$ cat src/rtl/ps2_kbd_pkg.sv
// ps2_kbd_pkg
// Shared definitions for the PS/2 keyboard event path: scan-code prefix and
// error bytes, the 10-bit key event record and the controller state
// encoding. Imported by key_evt_fifo and ps2_key_event_ctrl.
package ps2_kbd_pkg;

    localparam logic [7:0] PS2_PFX_EXT   = 8'hE0;
    localparam logic [7:0] PS2_PFX_BRK   = 8'hF0;
    localparam logic [7:0] PS2_PFX_PAUSE = 8'hE1;
    localparam logic [7:0] PS2_ERR0      = 8'h00;
    localparam logic [7:0] PS2_ERR1      = 8'hFF;

    localparam int KEY_EVT_W = 10;

    // Packed so it maps bit-exactly onto the {release, extended, code} bus.
    typedef struct packed {
        logic       is_release;
        logic       extended;
        logic [7:0] code;
    } key_evt_t;

    typedef enum logic [2:0] {
        ST_IDLE    = 3'd0,
        ST_POP     = 3'd1,
        ST_SETTLE  = 3'd2,
        ST_PARSE   = 3'd3,
        ST_SKIP    = 3'd4,
        ST_RECOVER = 3'd5
    } ctrl_state_e;

    function automatic key_evt_t make_evt(input logic rel, input logic ext,
                                          input logic [7:0] code);
        key_evt_t e;
        e.is_release = rel;
        e.extended   = ext;
        e.code       = code;
        return e;
    endfunction

endpackage

$ cat src/rtl/key_evt_fifo.sv
// key_evt_fifo
// Small synchronous FIFO for MMIO event sources.
// Ports:
//   clk, reset     system clock, synchronous active-high reset
//   push/push_data write request and entry
//   pop            consumer takes the head entry (ignored when empty)
//   head_data      head entry, forced to 0 while empty
//   full, empty    occupancy flags
// A push and a pop in the same cycle are both honoured, also when full.
// A push while empty lands next cycle (no bypass). A push while full
// without a pop is discarded; the caller sees that through full.
module key_evt_fifo #(
    parameter int DEPTH = 8,
    parameter int W     = 10
) (
    input  logic         clk,
    input  logic         reset,
    input  logic         push,
    input  logic [W-1:0] push_data,
    input  logic         pop,
    output logic [W-1:0] head_data,
    output logic         full,
    output logic         empty
);

    localparam int AW = (DEPTH > 1) ? $clog2(DEPTH) : 1;
    localparam int CW = AW + 1;
    localparam logic [CW-1:0] FULL_CNT = CW'(DEPTH);

    logic [W-1:0]  mem_q [DEPTH];
    logic [AW-1:0] wr_ptr_q, wr_ptr_d;
    logic [AW-1:0] rd_ptr_q, rd_ptr_d;
    logic [CW-1:0] count_q, count_d;
    logic          push_ok;
    logic          pop_ok;

    assign empty     = (count_q == '0);
    assign full      = (count_q == FULL_CNT);
    assign head_data = empty ? '0 : mem_q[rd_ptr_q];

    always_comb begin
        pop_ok   = pop & ~empty;
        // When full, the slot under the write pointer is the head being
        // popped this same cycle, so overwriting it is safe.
        push_ok  = push & (~full | pop_ok);
        wr_ptr_d = push_ok ? wr_ptr_q + 1'b1 : wr_ptr_q;
        rd_ptr_d = pop_ok  ? rd_ptr_q + 1'b1 : rd_ptr_q;
        count_d  = count_q;
        case ({push_ok, pop_ok})
            2'b10:   count_d = count_q + 1'b1;
            2'b01:   count_d = count_q - 1'b1;
            default: count_d = count_q;
        endcase
    end

    always_ff @(posedge clk) begin
        if (reset) begin
            wr_ptr_q <= '0;
            rd_ptr_q <= '0;
            count_q  <= '0;
        end else begin
            wr_ptr_q <= wr_ptr_d;
            rd_ptr_q <= rd_ptr_d;
            count_q  <= count_d;
        end
    end

    // Storage is data only; validity is carried by count_q.
    always_ff @(posedge clk) begin
        if (push_ok) begin
            mem_q[wr_ptr_q] <= push_data;
        end
    end

endmodule

$ cat src/rtl/ps2_key_event_ctrl.sv
// ps2_key_event_ctrl
// Sequences a ps2_keyboard receiver: pops bytes through the ready /
// nextdata_n handshake, decodes E0/F0/E1 prefixes, tracks held keys and
// queues {release, extended, code} events for a valid/ready consumer.
// Receiver overflow triggers a one-cycle rx_clear pulse.
// Ports:
//   clk, reset          system clock, synchronous active-high reset
//   en                  allow byte draining (0 holds the receiver)
//   rx_data/rx_ready    receiver byte and byte-available flag
//   rx_overflow         receiver overflow flag
//   rx_nextdata_n       active-low pop strobe to receiver
//   rx_clear            one-cycle reset pulse to receiver
//   evt_valid/ready     event handshake, evt_data = {release, ext, code}
//   drop_cnt            events lost to a full queue, saturating
//   held_any            some key is held (one cycle behind the table)
// Build option: define KBD_REPEAT_FILTER_EN to suppress typematic repeats
// (a make whose key is already held is not queued).
module ps2_key_event_ctrl
    import ps2_kbd_pkg::*;
#(
    parameter int FIFO_DEPTH = 8,
    parameter int PAUSE_SKIP = 7
) (
    input  logic       clk,
    input  logic       reset,
    input  logic       en,
    input  logic [7:0] rx_data,
    input  logic       rx_ready,
    input  logic       rx_overflow,
    output logic       rx_nextdata_n,
    output logic       rx_clear,
    output logic       evt_valid,
    input  logic       evt_ready,
    output logic [9:0] evt_data,
    output logic [7:0] drop_cnt,
    output logic       held_any
);

    ctrl_state_e  state_q, state_d;
    logic [7:0]   byte_q, byte_d;
    logic         ext_q, ext_d;
    logic         brk_q, brk_d;
    logic [7:0]   skip_q, skip_d;
    logic [511:0] held_q, held_d;
    logic         held_any_q, held_any_d;
    logic [7:0]   drop_q, drop_d;
    logic         nextdata_n_q, nextdata_n_d;
    logic         clear_q, clear_d;

    logic         push;
    key_evt_t     push_evt;
    logic [8:0]   held_idx;
    logic         fifo_full;
    logic         fifo_empty;
    logic [9:0]   fifo_head;

    always_comb begin
        state_d  = state_q;
        byte_d   = byte_q;
        ext_d    = ext_q;
        brk_d    = brk_q;
        skip_d   = skip_q;
        held_d   = held_q;
        push     = 1'b0;
        push_evt = '0;
        held_idx = {ext_q, byte_q};

        case (state_q)
            ST_IDLE: begin
                if (en && rx_ready && !rx_overflow) begin
                    state_d = ST_POP;
                end
            end
            ST_POP: begin
                byte_d  = rx_data;
                state_d = ST_SETTLE;
            end
            ST_SETTLE: begin
                // A nonzero skip count means this byte belongs to a Pause
                // sequence: count it off instead of parsing it.
                if (skip_q != 8'd0) begin
                    skip_d  = skip_q - 8'd1;
                    state_d = ST_SKIP;
                end else begin
                    state_d = ST_PARSE;
                end
            end
            ST_PARSE: begin
                state_d = ST_IDLE;
                case (byte_q)
                    PS2_PFX_EXT: ext_d = 1'b1;
                    PS2_PFX_BRK: brk_d = 1'b1;
                    PS2_PFX_PAUSE: begin
                        skip_d  = 8'(PAUSE_SKIP);
                        state_d = ST_SKIP;
                    end
                    PS2_ERR0, PS2_ERR1: begin
                        ext_d = 1'b0;
                        brk_d = 1'b0;
                    end
                    default: begin
                        held_d[held_idx] = ~brk_q;
                        push_evt         = make_evt(brk_q, ext_q, byte_q);
`ifdef KBD_REPEAT_FILTER_EN
                        push = brk_q | ~held_q[held_idx];
`else
                        push = 1'b1;
`endif
                        ext_d = 1'b0;
                        brk_d = 1'b0;
                    end
                endcase
            end
            ST_SKIP: begin
                if (skip_q == 8'd0) begin
                    push     = 1'b1;
                    push_evt = make_evt(1'b0, 1'b0, PS2_PFX_PAUSE);
                    state_d  = ST_IDLE;
                end else if (en && rx_ready && !rx_overflow) begin
                    state_d = ST_POP;
                end
            end
            ST_RECOVER: begin
                ext_d   = 1'b0;
                brk_d   = 1'b0;
                skip_d  = 8'd0;
                state_d = ST_IDLE;
            end
            default: state_d = ST_IDLE;
        endcase

        // Overflow wins over every other transition. RECOVER itself always
        // leaves after one cycle so rx_clear stays a single pulse.
        if (rx_overflow && (state_q != ST_RECOVER)) begin
            state_d = ST_RECOVER;
        end

        held_any_d = |held_q;

        drop_d = drop_q;
        if (push && fifo_full && !evt_ready && (drop_q != 8'hFF)) begin
            drop_d = drop_q + 8'd1;
        end

        // Strobes are registered from the next state so they line up
        // exactly with the POP / RECOVER cycles.
        nextdata_n_d = (state_d != ST_POP);
        clear_d      = (state_d == ST_RECOVER);
    end

    always_ff @(posedge clk) begin
        if (reset) begin
            state_q      <= ST_IDLE;
            ext_q        <= 1'b0;
            brk_q        <= 1'b0;
            skip_q       <= 8'd0;
            held_q       <= '0;
            held_any_q   <= 1'b0;
            drop_q       <= 8'd0;
            nextdata_n_q <= 1'b1;
            clear_q      <= 1'b0;
        end else begin
            state_q      <= state_d;
            ext_q        <= ext_d;
            brk_q        <= brk_d;
            skip_q       <= skip_d;
            held_q       <= held_d;
            held_any_q   <= held_any_d;
            drop_q       <= drop_d;
            nextdata_n_q <= nextdata_n_d;
            clear_q      <= clear_d;
        end
    end

    always_ff @(posedge clk) begin
        byte_q <= byte_d;
    end

    key_evt_fifo #(
        .DEPTH (FIFO_DEPTH),
        .W     (KEY_EVT_W)
    ) u_evt_fifo (
        .clk       (clk),
        .reset     (reset),
        .push      (push),
        .push_data (push_evt),
        .pop       (evt_ready),
        .head_data (fifo_head),
        .full      (fifo_full),
        .empty     (fifo_empty)
    );

    assign rx_nextdata_n = nextdata_n_q;
    assign rx_clear      = clear_q;
    assign evt_valid     = ~fifo_empty;
    assign evt_data      = fifo_head;
    assign drop_cnt      = drop_q;
    assign held_any      = held_any_q;

endmodule

$ cat config.mk
export PLATFORM = sky130hd
export DESIGN_NAME = ps2_key_event_ctrl
export DESIGN_NICKNAME = d
export VERILOG_FILES = /design/src/rtl/ps2_kbd_pkg.sv /design/src/rtl/key_evt_fifo.sv /design/src/rtl/ps2_key_event_ctrl.sv
export SDC_FILE = /design/constraint.sdc
export NUM_CORES = 1
export LEC_CHECK = 0
export BUFFER_PORTS_ARGS = -buffer_cell sky130_fd_sc_hd__buf_2
export CAP_MARGIN = 20
export CORE_MARGIN = 4
export CORE_UTILIZATION = 63
export CTS_BUF_LIST = sky130_fd_sc_hd__clkbuf_8
export CTS_CLUSTER_SIZE = 14
export DETAILED_ROUTE_END_ITERATION = 10
export GPL_TIMING_DRIVEN = 1
export PLACE_DENSITY_LB_ADDON = 0.05
export SLEW_MARGIN = 20
export SYNTH_ARGS = -nofsm -noshare
export SYNTH_HDL_FRONTEND = slang
export SYNTH_SLANG_ARGS = --single-unit
$ cat constraint.sdc
create_clock -name clk -period 4.1 [get_ports clk]
set_input_delay 0.82 -clock clk [delete_from_list [all_inputs] [get_ports clk]]
set_output_delay 0.82 -clock clk [all_outputs]
set_load 0.05 [all_outputs]
==> results by group <==
STA
  – Post-layout min period: 3400 ps
  – Hold Fails Final Rpt: 0
  – Worst-Margin Slew: 1140 ps
  – Slew Viols, Final: 0
  – Max-slew headroom: 23.6%
  – Post-Route Skew: 40.5 ps
  – Hold slack: 355 ps
  – Setup ws final: 702 ps
  – Max Clk Rate: 0.294 GHz
  – Final Cycle Share: 82.9%
  – Final Setup Violations: 0
  – Setup_tns: 0 ps
  – RSZ-0062 raised after global routing: no

Clocking
  – TritonCTS Buffers: 101
  – CTS tree: built
  – # hold bufs at CTS: 0
  – Clk Latency, worst-skew pair: 690 ps
  – Sink Count: 637
  – Clock Path Buffers: 3
  – CTS Root Cell: clkbuf_8
  – CTS H-tree lvls: 3
  – PostCTS Resize Cnt: 0
  – Post-CTS setup buffer count: 0
  – Clock slew at reported path FFs: 60 ps

Global route
  – Congestion Overflow GR: 0
  – Pin count of the biggest net entering global routing: 165
  – Vias in the first global route: 22232
  – First-pass GRT wire length: 126000 um
  – GRT Util Overall: 35.1%
  – Initial antenna violation count: 2

Setup path
  – Crit. End Element: output pin
  – Setup CP Type: reg2out
  – Maximum fanout along the worst path: 20
  – Crit path cell chain: mux4_2 > mux2i_1 > nor2_1 > buf_2
  – Worst setup SP type: flop
  – Max incr delay on CP: 940 ps
  – Reg2reg setup slack: 1090 ps
  – Largest delay contributor family on the critical path: flip-flops
  – Reg2Reg Capture Point: u_evt_fifo.count_q[2]
  – Reg2reg start: byte_q[6]
  – Critical path's slowest cell: dfxtp_1
  – Worst reg-to-reg path cell count: 9
  – Arr. time, crit path: 2580 ps
  – CP Buf/Inv Count: 1
  – CP required: 3280 ps

Min path
  – Hold_sp: rx_data[5]
  – Hold path endpoint: byte_q[5]
  – Worst min-delay path category: in2reg
  – Hold-critical path depth: 1

Yosys
  – Share of the synthesized area in the top cell type: 41.7%
  – Leading area contributor after synthesis: dfxtp_1
  – Area contributors post-synth: dfxtp_1 (42%), edfxtp_1 (10%), a21oi_1 (8.7%), o21ai_0 (7.6%), nand3_1 (6.5%)
  – Yosys cell types: 58
  – Yosys warns: 0
  – Register area share after synthesis: 51.8%
  – Post-Synthesis Cells: 2953
  – Net Count, Synth: 2972
  – Avg Inst Size Synth: 8.91 um^2
  – Post-synthesis cell area: 26300 um^2
  – FF+latch count, synth: 637
  – Post-synth ARST share: 0%
  – Post-synth EDFFs: 88
  – Main synth FF type: dfxtp_1

Placed design
  – GPL Wtd Cong: 0.906
  – Place WS: 1170 ps
  – DP Cell Count: 3296
  – DP Wirelength: 47000 um
  – Port bufs: 35

Pwr
  – Int Pwr: 9.56 mW
  – Combinational Power Share: 7.1%
  – PD cells: 444 nW/um^2
  – P_sw: 3.22 mW
  – Switching part of the total: 25.2%
  – Seq pwr share: 50.6%
  – Clock share of power: 42.3%
  – Leak: 9.74 nW
  – Peak VDD IR: 317 uV

Cells and area
  – Share of cells above drive strength 1: 10.9%
  – Final core utilization: 70.1%
  – Fin nets: 2887
  – Area delta synth->final: 9.42%
  – Non-filler instance count after layout: 3478
  – Antenna cells: 0

Route
  – Post-route ant nets: 0
  – Iteration-0 DRC count of the detailed router: 3417
  – WL/cell: 23.4 um
  – Vias: 23728
  – Total wire length: 81400 um
  – # DRC: 0
  – Pre-Repair DR Iteration Count: 6
  – Vias per cell: 6.82

Die
  – Chip Width: 212 um
  – Starting density of the core: 64.0%
  – Core Box Area: 41100 um^2
  – I/O pin count: 36
  – Cell Rows: 74
  – Die H: 212 um
  – DIE AREA: 45100 um^2

Status
  – Status: completed

Job
  – Total of max-cap violations: 0
-- power groups by stage --
stage	Clock [mW]	Sequential (mW)	Combinational [mW]
2_1_floorplan	0	6.55	0.709
3_3_place_gp	0	6.59	0.882
3_5_place_dp	0	6.59	0.901
4_1_cts	5.43	6.46	0.903
5_1_grt	5.74	6.47	0.972
6_report	5.41	6.46	0.912
-- area by class of cell --
cell class	instances	area (um^2)
clock buffers	128	1760
fillers	3180	12300
repair buffers	113	808
inverters	10	45.0
well taps	532	666
multi-input cells	2005	11600
clock inverters	53	274
flip-flops and latches	637	13600
-- synthesized netlist by cell type, types with 20 or more instances --
cell,count
a21oi_1,458
dfxtp_1,549
nand3_1,340
or3_1,72
nor4_1,141
edfxtp_1,88
mux2i_1,74
mux4_2,20
nor2_1,95
nand2b_1,58
a311oi_1,59
o21ai_0,398
clkbuf_1,256
nand4_1,36
nand2_1,121
buf_2,36
-- worst max-delay path by stage --
stage               from                endpoint  slack [ps]  depth (start not counted)
3_5_place_dp   byte_q[6]   u_evt_fifo.count_q[2]        1170                          9
3_3_place_gp   byte_q[6]   u_evt_fifo.count_q[2]        1230                          9
4_1_cts             flop             evt_data[1]         630                          5
5_1_grt             flop             evt_data[1]         540                          5
6_report            flop             evt_data[1]         700                          4
2_1_floorplan  skip_q[0]  u_evt_fifo.mem_q[0][0]        1190                          7
-- kinds of logic (layout without fill, tap and decap cells) --
| group | after synthesis | after routing | synth area share, % |
|---|---|---|---|
| buffers and inverters | 311 | 304 | 4.61 |
| XOR/XNOR | 8 | 8 | 0.266 |
| AO/OA/AOI/OAI | 946 | 946 | 19.3 |
| multiplexers | 98 | 98 | 4.72 |
| adder cells (fa/ha/maj) | 5 | 5 | 0.238 |
| AND/OR/NAND/NOR | 948 | 948 | 19.1 |
| flip-flops | 637 | 637 | 51.8 |
-- sequential cells by signal, indices dropped and copies added (netlist names), named ones only --
register,cells
rx_clear,1
u_evt_fifo.count_q,4
brk_q,1
u_evt_fifo.wr_ptr_q,3
state_q,3
ext_q,1
drop_cnt,8
held_q,512
byte_q,8
u_evt_fifo.rd_ptr_q,3
skip_q,8
held_any,1
rx_nextdata_n,1
u_evt_fifo.mem_q,80
-- routing by layer --
metal  global-route usage (%)  vias up  share of wire, %
met1                     49.1    11378                40
met5                        0        -            0.0086
met3                     6.54      274                11
li1                         -    10694                 -
met2                     53.5     1380                44
met4                     16.0        2               4.8
-- worst register-to-register path, stage by stage, from the launching register on --
cell and delay (ps):
edfxtp_1 630, or3_4 510, o32ai_4 430, o211ai_4 210
nor2_1 170, xor2_1 90, ha_1 200, and3_1 150
mux2i_1 140, mux2_2 340
-- layout by cell type, fill, tap and decap left out, types with 6 or more instances in the layout --
cell / instances
a21oi_1: 458
a311oi_1: 59
and2_1: 13
buf_2: 34
buf_4: 75
clkbuf_8: 128
dfxtp_1: 548
edfxtp_1: 88
inv_1: 50
mux2i_1: 74
mux4_2: 20
nand2_1: 121
nand2b_1: 58
nand3_1: 340
nand4_1: 36
nor2_1: 73
nor2_2: 12
nor2_4: 10
nor2b_1: 16
nor3_1: 17
nor4_1: 139
o21ai_0: 398
o31ai_1: 6
or3_1: 72
or4_1: 6
xor2_1: 8
-- per-stage QoR --
step	area [um^2]	total power, mW
4_1_cts	28800	12.8
2_1_floorplan	26300	7.26
3_5_place_dp	26700	7.49
3_3_place_gp	26700	7.47
6_report	28800	12.8
5_1_grt	28800	13.2
Note: power is estimated with default switching activity, not from simulation.
